File: src/rtl/hazard_pkg.sv
// Shared types and constants for the pipeline hazard controller.
// Latency: n/a (types only).
// Backpressure: n/a.
package hazard_pkg;

    // Why the pipeline is stalled; the encoding is visible on stall_cause.
    typedef enum logic [1:0] {
        NONE     = 2'd0,
        LOAD_USE = 2'd1,
        BRANCH   = 2'd2,
        MULDIV   = 2'd3
    } hz_cause_t;

    // Mul/div occupancy tracker states.
    typedef enum logic {
        IDLE = 1'b0,
        BUSY = 1'b1
    } md_state_t;

    // $zero is hard-wired, so it can never carry a true dependency.
    localparam logic [4:0] REG_ZERO = 5'd0;

endpackage

File: src/rtl/hazard_controller_muldiv_tracker.sv
// Tracks occupancy of the multi-cycle mul/div unit after an issue from EX.
// Latency: busy for MULDIV_LAT cycles starting the cycle after issue; done pulses in the last one.
// Backpressure: none here; the top level stalls ID while busy, so issue during busy never occurs.
module muldiv_tracker
    import hazard_pkg::*;
#(
    parameter int MULDIV_LAT = 4
) (
    input  logic clk,
    input  logic reset,
    input  logic MulDiv_EX,
    output logic muldiv_busy,
    output logic muldiv_done
);

    md_state_t  state_q, state_d;
    logic [3:0] cnt_q, cnt_d;

    // Next-state: load the latency on issue, count down while busy, return to idle after cnt==1.
    always_comb begin
        state_d = state_q;
        cnt_d   = cnt_q;
        case (state_q)
            IDLE: begin
                if (MulDiv_EX) begin
                    state_d = BUSY;
                    cnt_d   = 4'(MULDIV_LAT);
                end
            end
            BUSY: begin
                // A second issue while busy is ignored: no reload.
                cnt_d = cnt_q - 4'd1;
                if (cnt_q == 4'd1) begin
                    state_d = IDLE;
                end
            end
            default: begin
                state_d = IDLE;
                cnt_d   = 4'd0;
            end
        endcase
    end

    // State and down-counter registers; reset abandons any operation in flight.
    always_ff @(posedge clk) begin
        if (reset) begin
            state_q <= IDLE;
            cnt_q   <= 4'd0;
        end else begin
            state_q <= state_d;
            cnt_q   <= cnt_d;
        end
    end

    assign muldiv_busy = (state_q == BUSY);
    // Suppressed during reset so an abandoned operation never reports completion.
    assign muldiv_done = muldiv_busy && (cnt_q == 4'd1) && !reset;

    // The ID-stage mdstall must keep a second mul/div from reaching EX while busy.
    a_no_issue_while_busy: assert property (@(posedge clk) disable iff (reset)
        !(MulDiv_EX && state_q == BUSY));

endmodule

File: src/rtl/hazard_controller.sv
// Stall/flush generation for load-use, ID-branch and mul/div hazards, plus a stall-cycle counter.
// Latency: all stall/flush outputs are combinational (zero cycles); stall_cycles updates the edge after.
// Backpressure: a stall holds F/D and bubbles E, and always overrides a branch/jump flush of D.
module hazard_controller
    import hazard_pkg::*;
#(
    parameter int MULDIV_LAT = 4,
    parameter int CNT_W      = 16
) (
    input  logic             clk,
    input  logic             reset,
    input  logic [4:0]       Rs_ID,
    input  logic [4:0]       Rt_ID,
    input  logic [4:0]       writereg_EX,
    input  logic [4:0]       writereg_M,
    input  logic             RegWrite_EX,
    input  logic             MemtoReg_EX,
    input  logic             MemtoReg_M,
    input  logic             Branch_ID,
    input  logic             PCSrc_ID,
    input  logic             Jump_ID,
    input  logic             MulDiv_ID,
    input  logic             MulDiv_EX,
    input  logic             HiLoRead_ID,
    output logic             Stall_F,
    output logic             Stall_D,
    output logic             Flush_D,
    output logic             Flush_E,
    output hz_cause_t        stall_cause,
    output logic             muldiv_busy,
    output logic             muldiv_done,
    output logic [CNT_W-1:0] stall_cycles
);

    logic             ex_hits_id, m_hits_id;
    logic             lwstall, brstall, mdstall, stall;
    logic [CNT_W-1:0] stall_cycles_q, stall_cycles_d;

    muldiv_tracker #(
        .MULDIV_LAT (MULDIV_LAT)
    ) u_muldiv_tracker (
        .clk         (clk),
        .reset       (reset),
        .MulDiv_EX   (MulDiv_EX),
        .muldiv_busy (muldiv_busy),
        .muldiv_done (muldiv_done)
    );

    // Hazard detection and cause priority; everything is forced quiet while reset is held.
    always_comb begin
        ex_hits_id = (writereg_EX != REG_ZERO) &&
                     ((writereg_EX == Rs_ID) || (writereg_EX == Rt_ID));
        m_hits_id  = (writereg_M != REG_ZERO) &&
                     ((writereg_M == Rs_ID) || (writereg_M == Rt_ID));

        lwstall = !reset && MemtoReg_EX && ex_hits_id;
        brstall = !reset && Branch_ID &&
                  ((RegWrite_EX && ex_hits_id) || (MemtoReg_M && m_hits_id));
        mdstall = !reset && (MulDiv_ID || HiLoRead_ID) && (muldiv_busy || MulDiv_EX);
        stall   = lwstall || brstall || mdstall;

        stall_cause = NONE;
        if (lwstall) begin
            stall_cause = LOAD_USE;
        end else if (brstall) begin
            stall_cause = BRANCH;
        end else if (mdstall) begin
            stall_cause = MULDIV;
        end
    end

    assign Stall_F = stall;
    assign Stall_D = stall;
    assign Flush_E = stall;
    // A stalled branch is re-evaluated next cycle, so it must not flush yet.
    assign Flush_D = !reset && (PCSrc_ID || Jump_ID) && !stall;

    // Saturating increment: holds at all-ones instead of wrapping.
    always_comb begin
        stall_cycles_d = stall_cycles_q;
        if (stall && !(&stall_cycles_q)) begin
            stall_cycles_d = stall_cycles_q + CNT_W'(1);
        end
    end

    // Stall-cycle counter register.
    always_ff @(posedge clk) begin
        if (reset) begin
            stall_cycles_q <= '0;
        end else begin
            stall_cycles_q <= stall_cycles_d;
        end
    end

    assign stall_cycles = stall_cycles_q;

endmodule
File: config.mk
export PLATFORM = sky130hd
export DESIGN_NAME = hazard_controller
export DESIGN_NICKNAME = d
export VERILOG_FILES = /design/src/rtl/hazard_pkg.sv /design/src/rtl/hazard_controller_muldiv_tracker.sv /design/src/rtl/hazard_controller.sv
export SDC_FILE = /design/constraint.sdc
export NUM_CORES = 1
export LEC_CHECK = 0
export ABC_AREA = 1
export CELL_PAD_IN_SITES_DETAIL_PLACEMENT = 1
export CELL_PAD_IN_SITES_GLOBAL_PLACEMENT = 1
export CORE_ASPECT_RATIO = 0.75
export CORE_MARGIN = 5
export CORE_UTILIZATION = 32
export DETAILED_ROUTE_END_ITERATION = 8
export GPL_TIMING_DRIVEN = 0
export PLACE_DENSITY = 0.91
export SLEW_MARGIN = 20
export SYNTH_ARGS = -nofsm -noshare
export SYNTH_HDL_FRONTEND = slang
export SYNTH_HIERARCHICAL = 1
export SYNTH_SLANG_ARGS = --single-unit
export TNS_END_PERCENT = 100
File: constraint.sdc
create_clock -name clk -period 3.9 [get_ports clk]
set_input_delay 0.78 -clock clk [delete_from_list [all_inputs] [get_ports clk]]
set_output_delay 0.78 -clock clk [all_outputs]
set_load 0.02 [all_outputs]
==> Implementation_results.wiki, run 1 <==
{| class="wikitable"
! Metric !! Value
|-
| Number of violations reported at the end of detailed-routing iteration 0 || between 50 and 60
|-
| Standard-cell rows || 22
|-
| Dominant combinational cell family by area after synthesis || simple AND/OR/NAND/NOR gates
|-
| Critical path's slowest cell || clkdlybuf4s50_1
|-
| Antenna diode count || 0
|-
| Switching Share || approximately 31%
|-
| IR Drop Worst-Case VDD || roughly 0.00019 V
|-
| Layout Area Growth over Synthesis || 43.0%
|-
| Remaining DRCs || 0
|-
| Buffer and inverter count on the worst path || 3
|-
| Part of the total power dissipated in the clock network || 28.1%
|-
| Hold Vio Cnt, Final || 0
|-
| Number of nets still failing antenna checks after routing || 0
|-
| Largest net degree at the start of global routing || 13
|-
| Simple-gate area share of the yosys netlist || about 47%
|-
| Chip Width || between 90 and 100 um
|-
| LEAKAGE || between 1 and 1.5 nW
|-
| CP peak stage delay || between 600 and 700 ps
|-
| Internal power consumption || 0.000366 W
|-
| CP Data Arrival Time || 2810 ps
|-
| Core ar. || approximately 4800 um^2
|-
| Setup repair after global routing missed its margin || false
|-
| Crit-path leading delay family || buffers and inverters
|-
| CTS Buf Count || 3
|-
| Critical-path cell list || clkdlybuf4s50_1 -> nand2_1 -> clkinv_1 -> nor2_1 -> nor2_1 -> nand3_1 -> nand2_1 -> nand3_1 -> nand2_1 -> nand2_1 -> a21boi_0 -> clkdlybuf4s50_1
|-
| Drt via density || roughly 4.8
|-
| Most frequent cell on the critical path || nand2_1
|-
| Maximum operating frequency || around 0.28 GHz
|-
| Warning count from the yosys run || 6
|-
| Via count of the first global-routing pass || between 1500 and 2000
|-
| Final critical-path share of the clock period || between 90% and 100%
|-
| Routed wire length || a little over 5000 um
|-
| #FFs+latches synth || 21
|-
| Via count || 1827
|-
| CTS clock-pin slew for the worst setup and hold paths || around 90 ps
|-
| Total net switching power || ~0.00017 W
|-
| Portion of total power attributed to sequential cells || between 40 and 50%
|-
| First-pass GRT wire length || approximately 8600 um
|-
| Net count after synthesis || roughly 290
|-
| Post-synthesis compound-gate area fraction || ~7.6%
|-
| Run status || finished clean
|-
| Share of post-route cells with drive strength above 1 || 8.18%
|-
| Kind of critical path || primary input to output pin
|-
| Portion of the post-synthesis area used by sequential elements || a little over a quarter
|-
| Kind of capture point of the worst setup path || output pin
|-
| Setup-failing EPs final || 0
|-
| Root buffer cell || clkbuf_8
|-
| Total GRT Usage || between 10% and 20%
|-
| Total power divided by cell area || ~240 nW/um^2
|-
| Routability cong. || just over 0.8
|-
| Startpoint type of the worst setup path || primary input
|-
| Setup slack after placement || -164 ps
|-
| Final net count || 353
|-
| Number of buffers inserted by port buffering || 54
|-
| Dpl hpwl || roughly 4300 um
|-
| Crit path from || writereg_EX[0]
|-
| Detail-routed net length per standard cell || 13.7 um
|-
| Full die area || around 6400 um^2
|-
| Finished Core Util || between 40% and 50%
|-
| Adder-cell share of the synthesized area || between 2 and 2.5%
|-
| Total standard cell area after synthesis || between 1500 and 2000 um^2
|-
| Fin. max-slew vios || 0
|-
| Number of maximum-capacitance violations || 0
|-
| Insertion delay of the later-clocked pin in the worst-skew pair || between 200 and 300 ps
|-
| Smallest setup slack after layout || just over 300 ps
|-
| Number of clock sinks || 21
|-
| Critical register-to-register path endpoint || stall_cycles[14]
|-
| Transition time at the pin with the least slew margin || ~380 ps
|-
| Number of iterations in the first detailed-routing pass || 4
|-
| Hold slack || 509 ps
|-
| Part of the power in combinational logic || 28.7%
|-
| HP Class || flop to flop
|-
| H-tree lvl count || 1
|-
| Overflow after GRT || 0
|-
| Setup bufs post-CTS || 0
|-
| Max_slew headroom || about three quarters
|-
| Critical path capture point || stall_cause[1]
|-
| Slack of the worst reg-to-reg path || between 2000 and 2500 ps
|-
| Worst clock skew on the final layout || 12.6 ps
|-
| Worst-path maximum fanout || 4
|-
| XOR/XNOR Fraction of Synth Area || between 5 and 6%
|-
| Cell count along the critical path || 12
|-
| Synth unique cells || 30
|-
| Vertical die dimension || around 71 um
|-
| Multiplexer fraction of the synthesized cell area || 0%
|-
| I/O pins || between 50 and 60
|-
| Worst flop-to-flop path startpoint || stall_cycles[3]
|-
| CTS Buffer Depth || 2
|-
| Mean cell area of the mapped netlist || 6.05 um^2
|-
| Number of cells traversed by the worst register-to-register path || 11
|-
| Number of antenna violations at the first check in global routing || 0
|-
| Synthesized instance count || 260
|-
| Effective utilization at floorplan || between 30% and 40%
|-
| Critical Path RT || ~3100 ps
|-
| CTS tree || built
|-
| Pwr Total || between 0.0005 and 0.0006 W
|-
| Final worst path period need || 3590 ps
|}
==> how the worst min path moves through the flow <==
stage	start	to	slack, ps	cells after the start
6_report	u_muldiv_tracker/cnt_q[1]	u_muldiv_tracker/cnt_q[1]	510	2
5_1_grt	u_muldiv_tracker/cnt_q[1]	u_muldiv_tracker/cnt_q[1]	540	2
4_1_cts	u_muldiv_tracker/cnt_q[1]	u_muldiv_tracker/cnt_q[1]	510	2
3_5_place_dp	u_muldiv_tracker/cnt_q[1]	u_muldiv_tracker/cnt_q[1]	490	2
3_3_place_gp	u_muldiv_tracker/cnt_q[1]	u_muldiv_tracker/cnt_q[1]	470	2
2_1_floorplan	u_muldiv_tracker/cnt_q[1]	u_muldiv_tracker/cnt_q[1]	450	2
==> layer usage <==
| metal | up-vias | GRT usage (%) | share of wire [%] |
|---|---|---|---|
| met1 | 866 | 20.5 | 46 |
| met5 | - | 0 | 0 |
| met2 | 27 | 28.9 | 50 |
| met4 | 0 | 3.26 | 0.96 |
| met3 | 4 | 2.66 | 2.5 |
| li1 | 930 | - | - |
==> repair_timing <==
| action | 4_1_cts | 5_1_grt |
|---|---|---|
| gates cloned | 0 | 0 |
| pin swaps | 0 | 0 |
| endpoints found under the setup margin | 4 | 3 |
| hold buffers | 0 | 0 |
| resized for setup | 3 | 4 |
| endpoints found under the hold margin | 0 | 0 |
==> layout make-up <==
class / count / area, um^2
inverters: 35 / 139
plain buffers: 6 / 41.3
multi-input cells: 198 / 982
repair buffers: 54 / 547
flip-flops and latches: 21 / 420
clock inverters: 1 / 5.00
well taps: 60 / 75.1
clock buffers: 3 / 41.3
fillers: 655 / 2570
==> layout by cell type (no fill, tap or decap), drive strengths merged <==
master,netlist,routed
nand2,72,72
o221ai,1,1
nor4,1,1
nor3,6,6
dlygate4sd2,0,1
dfxtp,21,21
xor2,6,6
o31ai,1,1
o21ai,1,1
a21oi,18,18
clkdlybuf4s50,0,50
nand3b,1,1
nand4,3,3
inv,33,33
clkinv,2,3
clkbuf,0,3
xnor2,4,4
or2,1,1
ha,3,3
buf,6,6
nor2,48,48
nand3,31,31
a21boi,1,1
dlymetal6s2s,0,3
==> cell families after synthesis <==
kind of cell,count (synthesis)
adders and majority gates,3
xor gates and xnor gates,10
buffers and inverters,41
DFF,21
AOI/OAI and AO/OA,22
and+or+nand+nor,163
==> registers in the layout (all words and copies together) (netlist names) <==
signal	flops
u_muldiv_tracker/muldiv_busy	1
stall_cycles	16
u_muldiv_tracker/cnt_q	4
==> synth_stat cells <==
cell / n / area [um^2]
a21oi_1: 18 / 90.1
nand3_2: 2 / 20.0
nor2_1: 43 / 161
nor3_1: 6 / 30.0
a21boi_0: 1 / 7.51
nand2_4: 1 / 11.3
inv_4: 1 / 6.26
o31ai_1: 1 / 7.51
nand3_1: 28 / 140
o221ai_1: 1 / 8.76
or2_0: 1 / 6.26
nor2_2: 3 / 18.8
nor2_8: 1 / 20.0
clkinv_1: 2 / 7.51
buf_2: 3 / 15.0
nand2_1: 70 / 263
nor2_4: 1 / 11.3
inv_2: 4 / 15.0
nand2_2: 1 / 6.26
nand4_1: 3 / 18.8
dfxtp_1: 21 / 420
buf_4: 3 / 22.5
nor4_1: 1 / 6.26
xnor2_1: 4 / 35.0
nand3_4: 1 / 17.5
xor2_1: 6 / 52.6
inv_1: 28 / 105
ha_1: 3 / 37.5
o21ai_0: 1 / 5.00
nand3b_1: 1 / 7.51
==> power groups by stage <==
stage	registers (W)	clock network (W)	logic, W
5_1_grt	0.000231	0.000165	0.000170
3_5_place_dp	0.000235	0	0.000154
4_1_cts	0.000230	0.000153	0.000155
2_1_floorplan	0.000237	0	0.0000748
6_report	0.000230	0.000150	0.000153
3_3_place_gp	0.000234	0	0.000148
==> worst reg2reg max path, cell delays in order (launching register included) <==
cell,delay [ps]
dfxtp_1,420
nand2_1,120
nor2_2,150
nand3_2,140
nor2_4,150
nand3_4,100
nor2_8,200
inv_4,90
nand2_2,80
nor2_1,60
a21oi_1,160
nor2_1,70
==> per-stage QoR <==
stage	instance area (um^2)	instances	setup TNS, ps
floorplan	1570	260	0
global placement	2190	374	-465
detailed placement	2190	374	-437
CTS	2240	378	0
global route	2250	378	0
finish	2250	378	0
Power figures use the tool's default switching activity.
==> run 2: changes to the inputs <==
==> constraint.sdc (replaced) <==
create_clock -name clk -period 4.5 [get_ports clk]
set_input_delay 0.9 -clock clk [delete_from_list [all_inputs] [get_ports clk]]
set_output_delay 0.9 -clock clk [all_outputs]
set_load 0.02 [all_outputs]
==> run 2 against run 1 <==
  * Register-to-register slack better by 620 ps
  * Combinational power is 13% lower
  * Total power is 13% lower
  * Utilization is 0.31 points lower
  * Non-clock buffer count stayed put
  * Cell count stayed put
  * Clock skew is 0.51 ps lower
  * First-iteration DRC count is 7.5% lower
  * Count of clock-buffer cells in the layout stayed put
  * Largest cell class unchanged
==> Implementation_results.wiki, run 2 (synthesis results as in run 1) <==
{| class="wikitable"
! Metric !! Value
|-
| Post-CTS sizing || 0 (was 3)
|-
| Critical Path RT || 3600 ps (was 3120 ps)
|-
| LEAKAGE || 1.02 nW (was 1.07 nW)
|-
| Highest-count cells in the layout ignoring fill and taps || 70 x nand2_1, 54 x clkdlybuf4s50_1, 43 x nor2_1, 28 x inv_1, 28 x nand3_1 (was 70 x nand2_1, 50 x clkdlybuf4s50_1, 43 x nor2_1, 28 x inv_1, 28 x nand3_1)
|-
| Maximum operating frequency || ~0.23 GHz
|-
| CTS Buf Count || 3 (unchanged)
|-
| Antenna diode count || 0 (unchanged)
|-
| CP Data Arrival Time || 3370 ps (was 2810 ps)
|-
| Core ar. || 4820 um^2 (unchanged)
|-
| CTS tree || built (unchanged)
|-
| First-pass GRT wire length || 8650 um (unchanged)
|-
| Kind of critical path || primary input to output pin (unchanged)
|-
| Layout Area Growth over Synthesis || 42.1% (was 43.0%)
|-
| Number of antenna violations at the first check in global routing || 0 (unchanged)
|-
| Number of iterations in the first detailed-routing pass || 4 (unchanged)
|-
| Worst clock skew on the final layout || 12.1 ps (was 12.6 ps)
|-
| Transition time at the pin with the least slew margin || 380 ps (was 377 ps)
|-
| Largest net degree at the start of global routing || 13 (unchanged)
|-
| Share of post-route cells with drive strength above 1 || 7.86% (was 8.18%)
|-
| CTS Buffer Depth || 2 (unchanged)
|-
| Startpoint type of the worst setup path || primary input (unchanged)
|-
| Kind of capture point of the worst setup path || output pin (unchanged)
|-
| Final sum of negative setup slack || 0 ps (unchanged)
|-
| Dpl hpwl || 4290 um (unchanged)
|-
| Remaining DRCs || 0 (unchanged)
|-
| Vertical die dimension || 70.7 um (unchanged)
|-
| Full die area || 6440 um^2 (unchanged)
|-
| IR Drop Worst-Case VDD || 0.000148 V (was 0.000194 V)
|-
| Total GRT Usage || 16.1% (unchanged)
|-
| Routed wire length || 5190 um (was 5200 um)
|-
| Slack of the worst reg-to-reg path || 2670 ps (was 2050 ps)
|-
| Hold slack || 508 ps (was 509 ps)
|-
| Number of cells traversed by the worst register-to-register path || 11 (unchanged)
|-
| CTS clock-pin slew for the worst setup and hold paths || 90 ps (about the same)
|-
| Number of nets still failing antenna checks after routing || 0 (unchanged)
|-
| # hold bufs at CTS || 0 (unchanged)
|-
| Final critical-path share of the clock period || a little over nine tenths
|-
| Root buffer cell || clkbuf_8 (unchanged)
|-
| Via count of the first global-routing pass || 1852 (unchanged)
|-
| Run status || finished clean (unchanged)
|-
| Routability cong. || 0.805 (unchanged)
|-
| HP Class || flop to flop (unchanged)
|-
| Hold Vio Cnt, Final || 0 (unchanged)
|-
| Worst-path maximum fanout || 12 (was 4)
|-
| Via count || 1823 (was 1827)
|-
| I/O pins || 55 (unchanged)
|-
| Final net count || 353 (unchanged)
|-
| Number of buffers inserted by port buffering || 54 (unchanged)
|-
| Commonest non-fill, non-tap cell in the layout || nand2_1 (unchanged)
|-
| Max_slew headroom || 74.6% (was 74.8%)
|-
| Effective utilization at floorplan || 32.7% (unchanged)
|-
| Count of cells along the worst hold path || 2 (unchanged)
|-
| Number of maximum-capacitance violations || 0 (unchanged)
|-
| Standard-cell rows || 22 (unchanged)
|-
| Fin. max-slew vios || 0 (unchanged)
|-
| Finished Core Util || 46.4% (was 46.7%)
|-
| Setup repair after global routing missed its margin || false (unchanged)
|-
| Drt via density || 4.82 (was 4.83)
|-
| Number of violations reported at the end of detailed-routing iteration 0 || 49 (was 53)
|-
| Insertion delay of the later-clocked pin in the worst-skew pair || 270 ps (about the same)
|-
| Setup-failing EPs final || 0 (unchanged)
|-
| Final worst path period need || 4270 ps
|-
| Max reg flops || 16 (unchanged)
|-
| Total power divided by cell area || 206 nW/um^2 (was 237 nW/um^2)
|-
| Setup bufs post-CTS || 0 (unchanged)
|-
| Number of clock sinks || 21 (unchanged)
|-
| Detail-routed net length per standard cell || 13.7 um (about the same)
|-
| H-tree lvl count || 1 (unchanged)
|-
| Overflow after GRT || 0 (unchanged)
|-
| Chip Width || 91.0 um (unchanged)
|}
## run 2: cell type report
type	instances	area, um^2
Inverter	35	134
Clock buffer	3	41.3
Multi-Input combinational cell	198	982
Buffer	6	37.5
Sequential cell	21	420
Timing Repair Buffer	54	541
Clock inverter	1	5.00
Tap cell	60	75.1
Fill cell	659	2580
## run 2: worst paths after layout
kind | start | end
hold / removal | u_muldiv_tracker/cnt_q[1] | u_muldiv_tracker/cnt_q[1]
setup reg to reg | stall_cycles[3] | stall_cycles[14]
setup / recovery | reset | Flush_D
hold reg to reg | u_muldiv_tracker/cnt_q[1] | u_muldiv_tracker/cnt_q[1]
## run 2: where the power goes
part / total [W] / leakage [nW] / switching, W / internal, W
clock network: 0.000129 / 0.0255 / 0.0000671 / 0.0000618
registers: 0.000199 / 0.171 / 0.00000743 / 0.000192
logic: 0.000133 / 0.823 / 0.0000688 / 0.0000642
total: 0.000461 / 1.02 / 0.000143 / 0.000318
## run 2: layer usage
| metal | up-vias | share of wire (%) | global-route usage [%] |
|---|---|---|---|
| met5 | - | 0 | 0 |
| li1 | 931 | - | - |
| met4 | 0 | 0.98 | 3.26 |
| met1 | 866 | 46 | 20.5 |
| met3 | 4 | 2.1 | 2.66 |
| met2 | 22 | 50 | 28.9 |
## run 2: per-stage QoR
| step | instance area [um^2] | worst slack, ps | instances | total power (W) |
|---|---|---|---|---|
| after floorplan | 1570 | 1550 | 260 | 0.000270 |
| after global placement | 2190 | 190 | 374 | 0.000332 |
| after detailed placement | 2190 | 196 | 374 | 0.000337 |
| after CTS | 2240 | 169 | 378 | 0.000466 |
| after global routing | 2240 | 13.6 | 378 | 0.000490 |
| final | 2240 | 226 | 378 | 0.000461 |
## run 2: worst max-delay path: stages
cell and delay (ps):
clkdlybuf4s50_1 650, clkinv_1 380, o221ai_1 270, nand3_2 220, buf_4 240, nor2_1 100, clkdlybuf4s50_1 610
